$ cat src/rtl/fifo_sync_prog_if.sv
// Producer/consumer bundle for fifo_sync_prog: write/read handshake, thresholds and status.
// master = user side (producer, consumer or bench), slave = the FIFO itself.
interface fifo_sync_prog_if #(
    parameter int FIFO_WIDTH = 16,
    parameter int CNT_W      = 4
);
    logic                  wr_en;
    logic                  rd_en;
    logic [FIFO_WIDTH-1:0] data_in;
    logic [CNT_W-1:0]      af_thresh;
    logic [CNT_W-1:0]      ae_thresh;
    logic [FIFO_WIDTH-1:0] data_out;
    logic                  wr_ack;
    logic                  overflow;
    logic                  underflow;
    logic                  full;
    logic                  empty;
    logic                  almostfull;
    logic                  almostempty;
    logic [CNT_W-1:0]      count;

    modport master (
        output wr_en, rd_en, data_in, af_thresh, ae_thresh,
        input  data_out, wr_ack, overflow, underflow,
               full, empty, almostfull, almostempty, count
    );

    modport slave (
        input  wr_en, rd_en, data_in, af_thresh, ae_thresh,
        output data_out, wr_ack, overflow, underflow,
               full, empty, almostfull, almostempty, count
    );
endinterface

$ cat src/rtl/fifo_sync_prog.sv
// Single-clock FIFO with arbitrary depth, programmable almost-full/empty thresholds,
// occupancy count and optional first-word-fall-through read port.
module fifo_sync_prog #(
    parameter int FIFO_WIDTH = 16,
    parameter int FIFO_DEPTH = 8,
    parameter int FWFT       = 0,
    parameter int CNT_W      = $clog2(FIFO_DEPTH + 1)
) (
    input  logic             clk,
    input  logic             rst_n,
    fifo_sync_prog_if.slave  bus
);
    localparam int              PTR_W   = (FIFO_DEPTH > 1) ? $clog2(FIFO_DEPTH) : 1;
    localparam logic [PTR_W-1:0] PTR_LAST = PTR_W'(FIFO_DEPTH - 1);
    localparam logic [CNT_W-1:0] CNT_MAX  = CNT_W'(FIFO_DEPTH);

    logic [FIFO_WIDTH-1:0] mem_q [FIFO_DEPTH];
    logic [PTR_W-1:0]      wr_ptr_q, wr_ptr_d;
    logic [PTR_W-1:0]      rd_ptr_q, rd_ptr_d;
    logic [CNT_W-1:0]      count_q, count_d;
    logic                  wr_ack_q, wr_ack_d;
    logic                  overflow_q, overflow_d;
    logic                  underflow_q, underflow_d;
    logic                  full, empty, wr_acc, rd_acc;

    // Flags come from the registered count only, so there is no path from wr_en/rd_en.
    assign full   = (count_q == CNT_MAX);
    assign empty  = (count_q == '0);
    assign rd_acc = bus.rd_en && !empty;
    assign wr_acc = bus.wr_en && (!full || rd_acc);

    always_comb begin
        wr_ptr_d    = wr_ptr_q;
        rd_ptr_d    = rd_ptr_q;
        count_d     = count_q;
        wr_ack_d    = wr_acc;
        overflow_d  = bus.wr_en && !wr_acc;
        underflow_d = bus.rd_en && !rd_acc;
        if (wr_acc)
            wr_ptr_d = (wr_ptr_q == PTR_LAST) ? '0 : wr_ptr_q + PTR_W'(1);
        if (rd_acc)
            rd_ptr_d = (rd_ptr_q == PTR_LAST) ? '0 : rd_ptr_q + PTR_W'(1);
        case ({wr_acc, rd_acc})
            2'b10:   count_d = count_q + CNT_W'(1);
            2'b01:   count_d = count_q - CNT_W'(1);
            default: count_d = count_q;
        endcase
    end

    always_ff @(posedge clk or negedge rst_n) begin
        if (!rst_n) begin
            wr_ptr_q    <= '0;
            rd_ptr_q    <= '0;
            count_q     <= '0;
            wr_ack_q    <= 1'b0;
            overflow_q  <= 1'b0;
            underflow_q <= 1'b0;
        end else begin
            wr_ptr_q    <= wr_ptr_d;
            rd_ptr_q    <= rd_ptr_d;
            count_q     <= count_d;
            wr_ack_q    <= wr_ack_d;
            overflow_q  <= overflow_d;
            underflow_q <= underflow_d;
        end
    end

    // Storage is deliberately not reset; the count guarantees stale words are never read.
    always_ff @(posedge clk) begin
        if (wr_acc)
            mem_q[wr_ptr_q] <= bus.data_in;
    end

    generate
        if (FWFT != 0) begin : g_fwft
            assign bus.data_out = empty ? '0 : mem_q[rd_ptr_q];
        end else begin : g_reg
            logic [FIFO_WIDTH-1:0] dout_q, dout_d;

            always_comb begin
                dout_d = dout_q;
                if (rd_acc)
                    dout_d = mem_q[rd_ptr_q];
            end

            always_ff @(posedge clk or negedge rst_n) begin
                if (!rst_n) dout_q <= '0;
                else        dout_q <= dout_d;
            end

            assign bus.data_out = dout_q;
        end
    endgenerate

    assign bus.count       = count_q;
    assign bus.full        = full;
    assign bus.empty       = empty;
    assign bus.almostfull  = (count_q >= bus.af_thresh);
    assign bus.almostempty = (count_q <= bus.ae_thresh);
    assign bus.wr_ack      = wr_ack_q;
    assign bus.overflow    = overflow_q;
    assign bus.underflow   = underflow_q;
endmodule

$ cat src/flat_wrapper.sv
// flat-port wrapper written by rule: the top's interface ports become plain ports
module fifo_sync_prog_flat 
#(
    parameter int FIFO_WIDTH = 16,
    parameter int FIFO_DEPTH = 8,
    parameter int FWFT       = 0,
    parameter int CNT_W      = $clog2(FIFO_DEPTH + 1)
)
  (clk, rst_n, bus_wr_en, bus_rd_en, bus_data_in, bus_af_thresh, bus_ae_thresh, bus_data_out, bus_wr_ack, bus_overflow, bus_underflow, bus_full, bus_empty, bus_almostfull, bus_almostempty, bus_count);
  fifo_sync_prog_if #(.FIFO_WIDTH(FIFO_WIDTH), .CNT_W(CNT_W)) bus_i ();
  input  logic clk;
  input  logic rst_n;
  input wire logic [$bits(bus_i.wr_en)-1:0] bus_wr_en;
  input wire logic [$bits(bus_i.rd_en)-1:0] bus_rd_en;
  input wire logic [$bits(bus_i.data_in)-1:0] bus_data_in;
  input wire logic [$bits(bus_i.af_thresh)-1:0] bus_af_thresh;
  input wire logic [$bits(bus_i.ae_thresh)-1:0] bus_ae_thresh;
  output wire logic [$bits(bus_i.data_out)-1:0] bus_data_out;
  output wire logic [$bits(bus_i.wr_ack)-1:0] bus_wr_ack;
  output wire logic [$bits(bus_i.overflow)-1:0] bus_overflow;
  output wire logic [$bits(bus_i.underflow)-1:0] bus_underflow;
  output wire logic [$bits(bus_i.full)-1:0] bus_full;
  output wire logic [$bits(bus_i.empty)-1:0] bus_empty;
  output wire logic [$bits(bus_i.almostfull)-1:0] bus_almostfull;
  output wire logic [$bits(bus_i.almostempty)-1:0] bus_almostempty;
  output wire logic [$bits(bus_i.count)-1:0] bus_count;
  assign bus_i.wr_en = bus_wr_en;
  assign bus_i.rd_en = bus_rd_en;
  assign bus_i.data_in = bus_data_in;
  assign bus_i.af_thresh = bus_af_thresh;
  assign bus_i.ae_thresh = bus_ae_thresh;
  assign bus_data_out = bus_i.data_out;
  assign bus_wr_ack = bus_i.wr_ack;
  assign bus_overflow = bus_i.overflow;
  assign bus_underflow = bus_i.underflow;
  assign bus_full = bus_i.full;
  assign bus_empty = bus_i.empty;
  assign bus_almostfull = bus_i.almostfull;
  assign bus_almostempty = bus_i.almostempty;
  assign bus_count = bus_i.count;
  fifo_sync_prog #(.FIFO_WIDTH(FIFO_WIDTH), .FIFO_DEPTH(FIFO_DEPTH), .FWFT(FWFT), .CNT_W(CNT_W)) u_core (.clk(clk), .rst_n(rst_n), .bus(bus_i));
endmodule
$ cat config.mk
export PLATFORM = sky130hd
export DESIGN_NAME = fifo_sync_prog_flat
export DESIGN_NICKNAME = d
export VERILOG_FILES = /design/src/rtl/fifo_sync_prog_if.sv /design/src/rtl/fifo_sync_prog.sv /design/src/flat_wrapper.sv
export SDC_FILE = /design/constraint.sdc
export NUM_CORES = 1
export LEC_CHECK = 0
export ABC_AREA = 1
export CAP_MARGIN = 20
export CORE_MARGIN = 2
export CORE_UTILIZATION = 50
export CTS_CLUSTER_DIAMETER = 100
export CTS_CLUSTER_SIZE = 30
export DETAILED_ROUTE_END_ITERATION = 10
export PLACE_DENSITY_LB_ADDON = 0.12
export RECOVER_POWER = 100
export SLEW_MARGIN = 20
export SYNTH_ARGS = -nofsm -noshare
export SYNTH_HDL_FRONTEND = slang
export SYNTH_SLANG_ARGS = --single-unit
$ cat constraint.sdc
create_clock -name clk -period 3.9 [get_ports clk]
set_input_delay 0.585 -clock clk [delete_from_list [all_inputs] [get_ports clk]]
set_output_delay 0.585 -clock clk [all_outputs]
set_load 0.02 [all_outputs]
### Yosys cells after proc, flatten, opt, wreduce, memory -nomap -nowiden

Memory sizes are Yosys's and may differ from the RTL's. A register that Yosys moved wholly into a read port is not among the register bits.
Cells that the tools add are included.

| cells by class | value |
|---|---|
| add/sub/neg operators | 4 |
| multiplexer cells | 5 |
| reduce and logical (&&, ||, !) cells | 12 |
| order comparisons | 2 |
| eq/ne operators | 5 |

Operator list:

| kind | number |
|---|---|
| 4-bit case mux with 2 select lines | 1 |
| 3-bit by 1-bit adder with 3-bit output (second input constant) | 2 |
| 3-bit == test (second input constant) | 2 |
| 3-bit 2-to-1 mux | 2 |
| 1-bit logical NOT | 5 |
| 4-bit by 1-bit adder with 4-bit output (second input constant) | 1 |
| 4-bit == test (second input constant) | 1 |
| 4-bit >= comparator | 1 |
| 4-bit less-or-equal comparator | 1 |
| 1-bit logical AND | 4 |
| 4-bit logical NOT | 1 |
| 4-bit by 1-bit subtractor with 4-bit output (second input constant) | 1 |
| 2-bit by 1-bit == test with 1-bit output (second input constant) | 1 |
| 2-bit == test (second input constant) | 1 |
| 1-bit 2-to-1 mux | 2 |
| 2-bit nonzero test | 1 |
| 1-bit logical OR | 1 |

| word-level totals | value |
|---|---|
| memories | 1 |
| register bits after elaboration | 13 |
| input port bits | 28 |
| word-level logic and storage cells | 35 |
| output and inout port bits | 27 |
| bits in writable memories | 128 |

Memory list:

| memory | depth | width | read ports | clocked after memory_dff | write ports | line | RTL |
|---|---|---|---|---|---|---|---|
| u_core.mem_q | 8 | 16 | 1 | 1 | 1 | fifo_sync_prog.sv:17 | `logic [FIFO_WIDTH-1:0] mem_q [FIFO_DEPTH];` |

### Logic depth before layout (Yosys ltp)

Gate-level depths: netlist of run 1.

| depth | value |
|---|---|
| word-level depth | 7 |
| gate-level depth with buffers | 14 |
| gate-level depth less buffers | 14 |

### Least setup slack after synthesis of run 1

No wires, ideal clock.

| timing path | value |
|---|---|
| kind | flip-flop to flip-flop |
| start | reg u_core.count_q[1], in the netlist u_core.bus.count[1] |
| end | mem u_core.mem_q[1][0], enable pin |
| arrival | 2620 ps |
| stages on the path, launching flop included | 7 |
| clock period less this slack | 3050 ps |
| library setup time | 430 ps |
| slack | 850 ps |
| path buffers | 0 |
| data required time | 3470 ps |
| cell sequence | dfrtp_1 -> nor2_2 -> nand3_1 -> inv_1 -> nand2_1 -> nand2_4 -> nor4_1 |

| between the ends | value |
|---|---|
| elaborated cells on any way between the ends | 9 |
| those cells by class | eq/ne: 1; mux: 2; reduce/logical: 6 |

RTL lines:

| element | line | RTL |
|---|---|---|
| from (decl) | fifo_sync_prog.sv:20 | `logic [CNT_W-1:0] count_q, count_d;` |
| from (signal assigned) | fifo_sync_prog.sv:61 | `count_q <= count_d;` |
| 4-bit == test | fifo_sync_prog.sv:27 | `assign full = (count_q == CNT_MAX);` |
| named net bus_full | flat_wrapper.sv:22 | `output wire logic [$bits(bus_i.full)-1:0] bus_full;` |
| 1-bit logical NOT | fifo_sync_prog.sv:30 | `assign wr_acc = bus.wr_en && (!full \|\| rd_acc);` |
| 1-bit logical OR | fifo_sync_prog.sv:30 |  |
| 1-bit logical AND | fifo_sync_prog.sv:30 |  |
| 1-bit 2-to-1 mux | fifo_sync_prog.sv:70 | `if (wr_acc)` |
| 1-bit 2-to-1 mux (not written as such) | fifo_sync_prog.sv:71 | `mem_q[wr_ptr_q] <= bus.data_in;` |
| to (decl) | fifo_sync_prog.sv:17 |  |

The timed path passes the listed nets, and every way through them passes these cells.

### Final worst setup path of run 1

| timing path | value |
|---|---|
| start | in bus_af_thresh[1] |
| end | out bus_almostfull |

| between the ends | value |
|---|---|
| cells in the longest elaborated chain, start to end | 1 |

Ends and longest elaborated chain:

| element | line | RTL |
|---|---|---|
| from (decl) | flat_wrapper.sv:16 | `input wire logic [$bits(bus_i.af_thresh)-1:0] bus_af_thresh;` |
| 4-bit >= comparator | fifo_sync_prog.sv:98 | `assign bus.almostfull = (count_q >= bus.af_thresh);` |
| to (decl) | flat_wrapper.sv:24 | `output wire logic [$bits(bus_i.almostfull)-1:0] bus_almostfull;` |

No other way between the ends.

==> results of run 1 <==
==> metrics by stage <==
stage / area [µm²] / cells / power [W] / setup WS [ns] / hold slack (ns)
after detailed placement: 7230 / 742 / 0.00433 / 1.04 / 0.465
after global placement: 7230 / 742 / 0.00427 / 1.05 / 0.462
final: 7650 / 774 / 0.00568 / 0.953 / 0.469
after floorplan: 6490 / 527 / 0.00366 / 0.850 / 0.289
after CTS: 7760 / 774 / 0.00584 / 1.04 / 0.481
after global routing: 7650 / 774 / 0.00604 / 0.859 / 0.499
==> worst register-to-register path, cell delays in order (launching register included) <==
cell and delay, ns:
dfrtp_1 0.46, nor2_1 0.10, nand2_1 0.11, nand2_1 0.46, inv_1 0.20, clkbuf_1 0.90
nand3_1 0.36, nand2_1 0.13
==> cell usage after synthesis <==
| library cell | instances | share of area (%) |
|---|---|---|
| a21oi_1 | 5 | 0.39 |
| buf_2 | 9 | 0.69 |
| buf_4 | 4 | 0.46 |
| buf_6 | 8 | 1.4 |
| clkbuf_1 | 4 | 0.23 |
| clkbuf_2 | 3 | 0.23 |
| clkinv_1 | 1 | 0.058 |
| dfrtp_1 | 29 | 11 |
| edfxtp_1 | 128 | 59 |
| fa_1 | 1 | 0.31 |
| ha_1 | 14 | 2.7 |
| inv_1 | 23 | 1.3 |
| inv_2 | 2 | 0.12 |
| nand2_1 | 47 | 2.7 |
| nand2_2 | 3 | 0.29 |
| nand2_4 | 1 | 0.17 |
| nand3_1 | 24 | 1.9 |
| nand4_1 | 1 | 0.096 |
| nor2_1 | 103 | 6.0 |
| nor2_2 | 1 | 0.096 |
| nor4_1 | 8 | 0.77 |
| o211ai_1 | 33 | 3.8 |
| o21ai_0 | 66 | 5.1 |
| o21ai_1 | 7 | 0.54 |
| xnor2_1 | 1 | 0.14 |
| xor2_1 | 1 | 0.14 |
==> cells in the final DEF, fill, tap and decap left out <==
cell type          n
a21oi_1            5
buf_4              5
bufinv_16          1
clkbuf_1          17
clkbuf_16         17
clkbuf_8           2
clkdlybuf4s50_1   10
clkinv_1           3
clkinv_2           4
dfrtp_1           29
dlygate4sd3_1     44
edfxtp_1         128
fa_1               1
ha_1              14
inv_1             25
inv_6              1
nand2_1           50
nand2_2            1
nand3_1           24
nand4_1            1
nor2_1           104
nor4_1             8
o211ai_1          33
o21ai_0           69
o21ai_1            4
xnor2_1            1
xor2_1             1
==> routing by layer <==
| metal | GRT usage [%] | vias to the layer above | wire, µm |
|---|---|---|---|
| met4 | 8.13 | 0 | 242 |
| met1 | 28.4 | 1986 | 5890 |
| met2 | 31.1 | 156 | 6330 |
| li1 | - | 2005 | - |
| met5 | 0 | - | 0 |
| met3 | 4.94 | 21 | 986 |
==> registers in the layout, summed over array words and instances (netlist names) <==
signal / flops
u_core.mem_q: 128
u_core.bus.data_out: 16
u_core.bus.count: 4
u_core.rd_ptr_q: 3
u_core.wr_ptr_q: 3
u_core.bus.overflow: 1
u_core.bus.underflow: 1
u_core.bus.wr_ack: 1
==> kinds of logic (layout without fill, tap and decap cells) <==
logic type / Yosys count / after routing / synth area share (%)
and+or+nand+nor: 188 / 188 / 12.0
DFF: 157 / 157 / 70.4
AOI/OAI and AO/OA: 111 / 111 / 9.83
buffers and inverters: 54 / 129 / 4.51
adders and majority gates: 15 / 15 / 3.01
xor gates and xnor gates: 2 / 2 / 0.270
==> power by group through the flow <==
stage	Combinational (W)	Clock, W	Sequential, W
after global placement	0.00189	0	0.00238
after CTS	0.00195	0.00153	0.00236
after detailed placement	0.00194	0	0.00239
after global routing	0.00206	0.00160	0.00239
after floorplan	0.00122	0	0.00244
final	0.00183	0.00150	0.00235
==> layout make-up <==
| cell class | instances | share of cell area, % |
|---|---|---|
| Tap cell | 172 | 2.81 |
| Inverter | 26 | 1.27 |
| Sequential cell | 157 | 59.7 |
| Clock buffer | 24 | 6.16 |
| Multi-Input combinational cell | 316 | 21.1 |
| Clock inverter | 8 | 0.866 |
| Timing Repair Buffer | 71 | 8.14 |
==> final timing paths <==
| kind | from | end | slack, ns | cells after the start |
|---|---|---|---|---|
| setup / recovery | bus_af_thresh[1] | bus_almostfull | 0.95 | 8 |
| hold / removal | u_core.bus.data_out[8] | u_core.bus.data_out[8] | 0.47 | 2 |
| setup reg to reg | u_core.bus.count[1] | u_core.bus.data_out[9] | 1.12 | 7 |
| hold reg to reg | u_core.bus.data_out[8] | u_core.bus.data_out[8] | 0.47 | 2 |
| max in group asynchronous | rst_n | u_core.bus.data_out[7] | 1.81 | 2 |
| min in group asynchronous | rst_n | u_core.bus.count[2] | 1.13 | 2 |
==> results.txt, run 1 <==
----------------------------------------------------
[Power and ir drop]
  Maximum ir drop on the vdd rail ... 378 µV
  Fraction of power spent switching nets ... 34.9%
  Power per unit of standard cell area ... 742 nW/µm²
  Comb power frac ... 32.3%
  Portion of total power attributed to the clock network ... 26.5%
  Fraction of power consumed by sequential logic ... 41.3%
  Cell Int Power ... 0.00370 W
  Reported leakage power ... 2.84 nW
  Psw ... 0.00198 W

[CTS]
  Post-CTS repair timing setup buffer count ... 0
  H-Tree Level Count ... 4
  Number of buffers on the longest clock path ... 2
  Clock Sinks ... 157
  Source-to-sink clock delay at the later pin of the worst-skew pair ... 0.42 ns
  CTS tree ... built
  Number of buffers created by CTS ... 17
  Root cell of the clock tree ... clkbuf_16
  Number of hold-repair buffers added at the cts stage ... 0
  Count of cells resized by post-cts repair ... 0
  Clock transition at the register clock pins on the worst setup and hold paths after CTS ... 0.06 ns

[Worst setup path]
  Cell chain of the critical path ... clkdlybuf4s50_1, inv_1, ha_1, inv_1, nor2_1, o211ai_1, nand3_1, dlygate4sd3_1
  Buffer and inverter count on the worst path ... 4
  Slowest cell delay on critical path ... 0.66 ns
  Worst path required time ... 3.31 ns
  Data arrival time of the worst path ... 2.36 ns
  Category of the critical setup timing path ... in -> out
  Kind of end point of the critical path ... output pin
  Crit Path Max Fanout ... 2
  Slowest stage cell, crit path ... dlygate4sd3_1
  Worst path top cell family by delay ... buffers and inverters
  Startpoint class of the critical path ... primary input
  Critical Path Most Common Cell ... inv_1

[Timing]
  Setup Total Neg Slack ... 0 ns
  Worst-Margin Slew ... 1.65 ns
  Final-report hold violation count ... 0
  Setup-violating endpoint count in the final report ... 0
  Max transition margin ... -10.2%
  Clock tree skew after final layout ... 0.00518 ns
  Setup repair after global routing missed its margin ... false
  Number of slew-limit violations in the final report ... 30
  Achievable frequency ... 339 MHz
  Period Utilization, post-route ... 75.6%
  Final Critical Period ... 2.95 ns

[Die]
  Die Wd ... 118 µm
  Floorplan core area ... 12700 µm²
  Die Footprint ... 13900 µm²
  Starting Density ... 51.2%
  Placement Rows ... 41
  Vert. Die Dim ... 118 µm
  Io pins ... 55

[Layout]
  Number of antenna repair diodes ... 0
  Area used by sequential logic in the layout ... 4570 µm²
  Util after Layout ... 60.4%
  Filler instances ... 1066
  Growth of design area from synthesis to finish ... 18.0%
  Proportion of layout cells with a drive suffix above 1 ... 5.15%
  Total number of nets in the final design ... 632
  Multi-input logic area ... 1610 µm²

[Outcome]
  Status ... complete, but fails checks
  Violations in the final reports ... max-capacitance violations, max-slew violations

[Job]
  Maxcap violations ... 1

[Drt]
  DRC Markers ... 0
  Total routed wirelength ... 13500 µm
  Count of TritonRoute iterations in the first routing pass ... 5
  Drt wl/cell ... 17.4 µm
  Number of vias after detailed routing ... 4168
  DRC marker count from the first detailed-route iteration ... 306
  Drt via density ... 5.39
  Antenna viol nets, final ... 0

[Placed design]
  Count of buffers from port buffering ... 54
  Placer Congestion ... 0.799
  Detailed placement HPWL ... 7850 µm

[Logic synthesis]
  Sequential cell area fraction in the yosys report ... 70.4%
  Avg Inst Size Synth ... 12.3 µm²
  Flip-flop and latch count after synthesis ... 157
  Post-synth cell types ... 26
  Synth Warn # ... 0
  Total nets after synthesis ... 570
  Post-synthesis cell count ... 527
  Synthesized cell area ... 6490 µm²

[Global route]
  Number of antenna violations at the first check in global routing ... 0
  Residual overflow from global routing ... 0
  GRT Resource Usage Total ... 20.4%
  Pin count of the biggest net entering global routing ... 66
  Wire length of the first global-routing pass ... 21600 µm
  Number of global-route vias before repair ... 4008

[Hold path]
  Hold Path Class ... reg -> reg

----------------------------------------------------
Note: power is estimated with default switching activity, not from simulation.
==> inputs of run 2 (changes only) <==
clock period = 2.6 ns   (was 3.9 ns; I/O delays follow)
==> run 2 against run 1 <==
The run still ends with max-capacitance violations, max-slew violations left. Cell area increased by 1.1%. First-iteration DRC count up 12%. Power increased by 55%. Cell count up 0.26%. Largest power group unchanged. Critical endpoint is now bus_full.
==> results.txt, run 2 (synthesis gave the netlist of run 1 again) <==
----------------------------------------------------
[Die]
  Die Wd ... 118 µm (unchanged)
  Io pins ... 55 (unchanged)
  Vert. Die Dim ... 118 µm (unchanged)
  Die Footprint ... 13900 µm² (unchanged)
  Floorplan core area ... 12700 µm² (unchanged)
  Starting Density ... 51.2% (unchanged)
  Placement Rows ... 41 (unchanged)

[Worst setup path]
  Cell chain of the critical path ... nor2_1, nand3_1, inv_1, dlygate4sd3_1 (was clkdlybuf4s50_1, inv_1, ha_1, inv_1, nor2_1, o211ai_1, nand3_1, dlygate4sd3_1)
  Category of the critical setup timing path ... reg -> out (was in -> out)
  Data arrival time of the worst path ... 1.91 ns (was 2.36 ns)
  Worst path required time ... 2.21 ns (was 3.31 ns)
  Slowest stage cell, crit path ... dlygate4sd3_1 (unchanged)
  Worst-case register-to-register setup slack ... 0.36 ns (was 1.12 ns)
  Critical R2R Capture ... u_core.mem_q[3][8] (was u_core.bus.data_out[9])
  Setup crit start ... u_core.bus.count[1] (was bus_af_thresh[1])
  Startpoint class of the critical path ... register (was primary input)
  Cell depth of the worst flop-to-flop path ... 7 (unchanged)
  Kind of end point of the critical path ... output pin (unchanged)
  Crit Path Max Fanout ... 7 (was 2)
  Critical path endpoint ... bus_full (was bus_almostfull)
  Reg-to-reg startpoint ... u_core.bus.count[2] (was u_core.bus.count[1])
  Slowest cell delay on critical path ... 0.67 ns (was 0.66 ns)

[Layout]
  Most frequent standard cell in the layout excluding fill and tap cells ... edfxtp_1 (unchanged)
  Number of antenna repair diodes ... 0 (unchanged)
  Multi-input logic area ... 1610 µm² (about the same)
  Final design instance area without fill ... 7740 µm² (was 7650 µm²)
  Max FFs per register ... 128 (unchanged)
  Leading cell types in the layout, fill and taps excluded ... edfxtp_1 (128), nor2_1 (104), o21ai_0 (69), nand2_1 (49), dlygate4sd3_1 (42) (was edfxtp_1 (128), nor2_1 (104), o21ai_0 (69), nand2_1 (50), dlygate4sd3_1 (44))
  Proportion of layout cells with a drive suffix above 1 ... 7.78% (was 5.15%)
  Total number of nets in the final design ... 634 (was 632)
  Area used by sequential logic in the layout ... 4570 µm² (unchanged)
  Filler instances ... 1025 (was 1066)
  Growth of design area from synthesis to finish ... 19.3% (was 18.0%)
  Register with the most flip-flops ... u_core.mem_q (unchanged)

[Drt]
  DRC marker count from the first detailed-route iteration ... 343 (was 306)
  DRC Markers ... 0 (unchanged)
  Drt via density ... 5.40 (was 5.39)
  Total routed wirelength ... 13400 µm (was 13500 µm)
  Antenna viol nets, final ... 0 (unchanged)
  Number of vias after detailed routing ... 4191 (was 4168)
  Drt wl/cell ... 17.3 µm (was 17.4 µm)
  Count of TritonRoute iterations in the first routing pass ... 4 (was 5)

[CTS]
  Root cell of the clock tree ... clkbuf_16 (unchanged)
  Clock Sinks ... 157 (unchanged)
  Source-to-sink clock delay at the later pin of the worst-skew pair ... 0.42 ns (about the same)
  Clock transition at the register clock pins on the worst setup and hold paths after CTS ... 0.06 ns (about the same)
  Number of buffers created by CTS ... 17 (unchanged)
  Number of buffers on the longest clock path ... 2 (unchanged)
  H-Tree Level Count ... 4 (unchanged)
  Number of hold-repair buffers added at the cts stage ... 0 (unchanged)
  Post-CTS repair timing setup buffer count ... 0 (unchanged)
  Count of cells resized by post-cts repair ... 0 (unchanged)
  CTS tree ... built (unchanged)

[Timing]
  Worst-Margin Slew ... 1.75 ns (was 1.65 ns)
  Number of slew-limit violations in the final report ... 30 (unchanged)
  Max transition margin ... -16.5% (was -10.2%)
  Setup repair after global routing missed its margin ... false (unchanged)
  Final-report hold violation count ... 0 (unchanged)
  Achievable frequency ... 434 MHz
  Setup-violating endpoint count in the final report ... 0 (unchanged)
  Final Critical Period ... 2.30 ns
  Period Utilization, post-route ... 88.5%
  Final worst-path setup slack ... 0.298 ns (was 0.953 ns)
  Clock tree skew after final layout ... 0.00406 ns (was 0.00518 ns)

[Placed design]
  Place WS ... 0.123 ns (was 1.04 ns)
  Placer Congestion ... 0.763 (was 0.799)
  Post-Place Cell Area ... 7240 µm² (was 7230 µm²)
  Detailed placement HPWL ... 7660 µm (was 7850 µm)
  Count of buffers from port buffering ... 54 (unchanged)

[Power and ir drop]
  Fraction of power spent switching nets ... 34.4% (was 34.9%)
  Comb power frac ... 32.2% (was 32.3%)
  Cell Int Power ... 0.00578 W (was 0.00370 W)
  Reported leakage power ... 2.90 nW (was 2.84 nW)
  Maximum ir drop on the vdd rail ... 663 µV (was 378 µV)
  Power per unit of standard cell area ... 1140 nW/µm² (was 742 nW/µm²)
  Fraction of power consumed by sequential logic ... 39.1% (was 41.3%)
  Psw ... 0.00303 W (was 0.00198 W)
  Portion of total power attributed to the clock network ... 28.7% (was 26.5%)

[Global route]
  Pin count of the biggest net entering global routing ... 45 (was 66)
  Wire length of the first global-routing pass ... 21600 µm (about the same)
  Number of antenna violations at the first check in global routing ... 0 (unchanged)
  GRT Resource Usage Total ... 20.7% (was 20.4%)
  Global routing met1 resource utilization ... 28.1% (was 28.4%)
  Routing layer with the top usage in global route ... met2 (unchanged)
  Number of global-route vias before repair ... 4051 (was 4008)
  Residual overflow from global routing ... 0 (unchanged)
  GRT met2 Usage ... 32.7% (was 31.1%)
  Met3 track utilization from global routing ... 4.60% (was 4.94%)

[Hold path]
  Hold Path Cell Cnt ... 2 (unchanged)
  Hold Path Class ... reg -> reg (unchanged)

[Outcome]
  Violations in the final reports ... max-capacitance violations, max-slew violations (unchanged)
  Status ... complete, but fails checks (unchanged)

[Job]
  Maxcap violations ... 1 (unchanged)

----------------------------------------------------
==> run 2: changes by cell type in the layout (fill, tap and decap cells not counted), sizes merged <==
cell and delta:
buf +3, bufinv +3, clkbuf -5, clkinv +1, clkinvlp +2, dlygate4sd3 -2
==> run 2: final cells by class <==
class / instances / area share (%)
clock buffer: 18 / 5.54
clock inverter: 14 / 2.25
inverter: 26 / 1.26
multi-input combinational: 316 / 20.9
sequential: 157 / 59.0
tap: 172 / 2.78
timing repair buffer: 73 / 8.28
==> run 2: worst min path at each step <==
stage / from / endpoint / slack [ns]
after CTS: rst_n / u_core.bus.count[0] / 0.37
final: u_core.bus.data_out[1] / u_core.bus.data_out[1] / 0.47
after global placement: u_core.bus.data_out[14] / u_core.bus.data_out[14] / 0.46
after floorplan: rst_n / u_core.bus.count[0] / 0.09
after global routing: u_core.bus.data_out[2] / u_core.bus.data_out[2] / 0.50
after detailed placement: u_core.bus.data_out[2] / u_core.bus.data_out[2] / 0.47
==> run 2: worst max-delay path: cells and delay by family (launching register included) <==
kind                   cells  cell delay, ns
buffers and inverters      2            0.76
and+or+nand+nor            2            0.28
DFF                        1            0.46
==> run 2: per-layer routing <==
metal	up-vias	routed length, µm
li1	2016	-
met5	-	0
met1	2047	6040
met3	15	623
met4	0	223
met2	113	6550
==> run 2: power groups by stage <==
stage / registers (W) / logic (W) / clock network, W
final: 0.00344 / 0.00283 / 0.00253
after detailed placement: 0.00351 / 0.00301 / 0
after CTS: 0.00346 / 0.00303 / 0.00256
after floorplan: 0.00367 / 0.00182 / 0
after global routing: 0.00349 / 0.00318 / 0.00268
after global placement: 0.00349 / 0.00293 / 0
==> run 2: through the flow <==
stage / TNS, ns / hold WS, ns / std cells / total power, W / util (%)
global route: 0 / 0.496 / 776 / 0.00935 / 61.1
floorplan: -57.66 / 0.0944 / 527 / 0.00549 / -
detailed placement: 0 / 0.465 / 744 / 0.00652 / 57.2
finish: 0 / 0.468 / 776 / 0.00881 / 61.1
CTS: 0 / 0.375 / 776 / 0.00906 / 61.9
global placement: 0 / 0.462 / 744 / 0.00642 / 57.2
==> inputs of run 3 (changes only) <==
CAP_MARGIN = 0   (was 20)
SLEW_MARGIN = not set   (was 20)
==> results of run 3 <==
Final layout, timing and power as in run 2 (identical DEF).
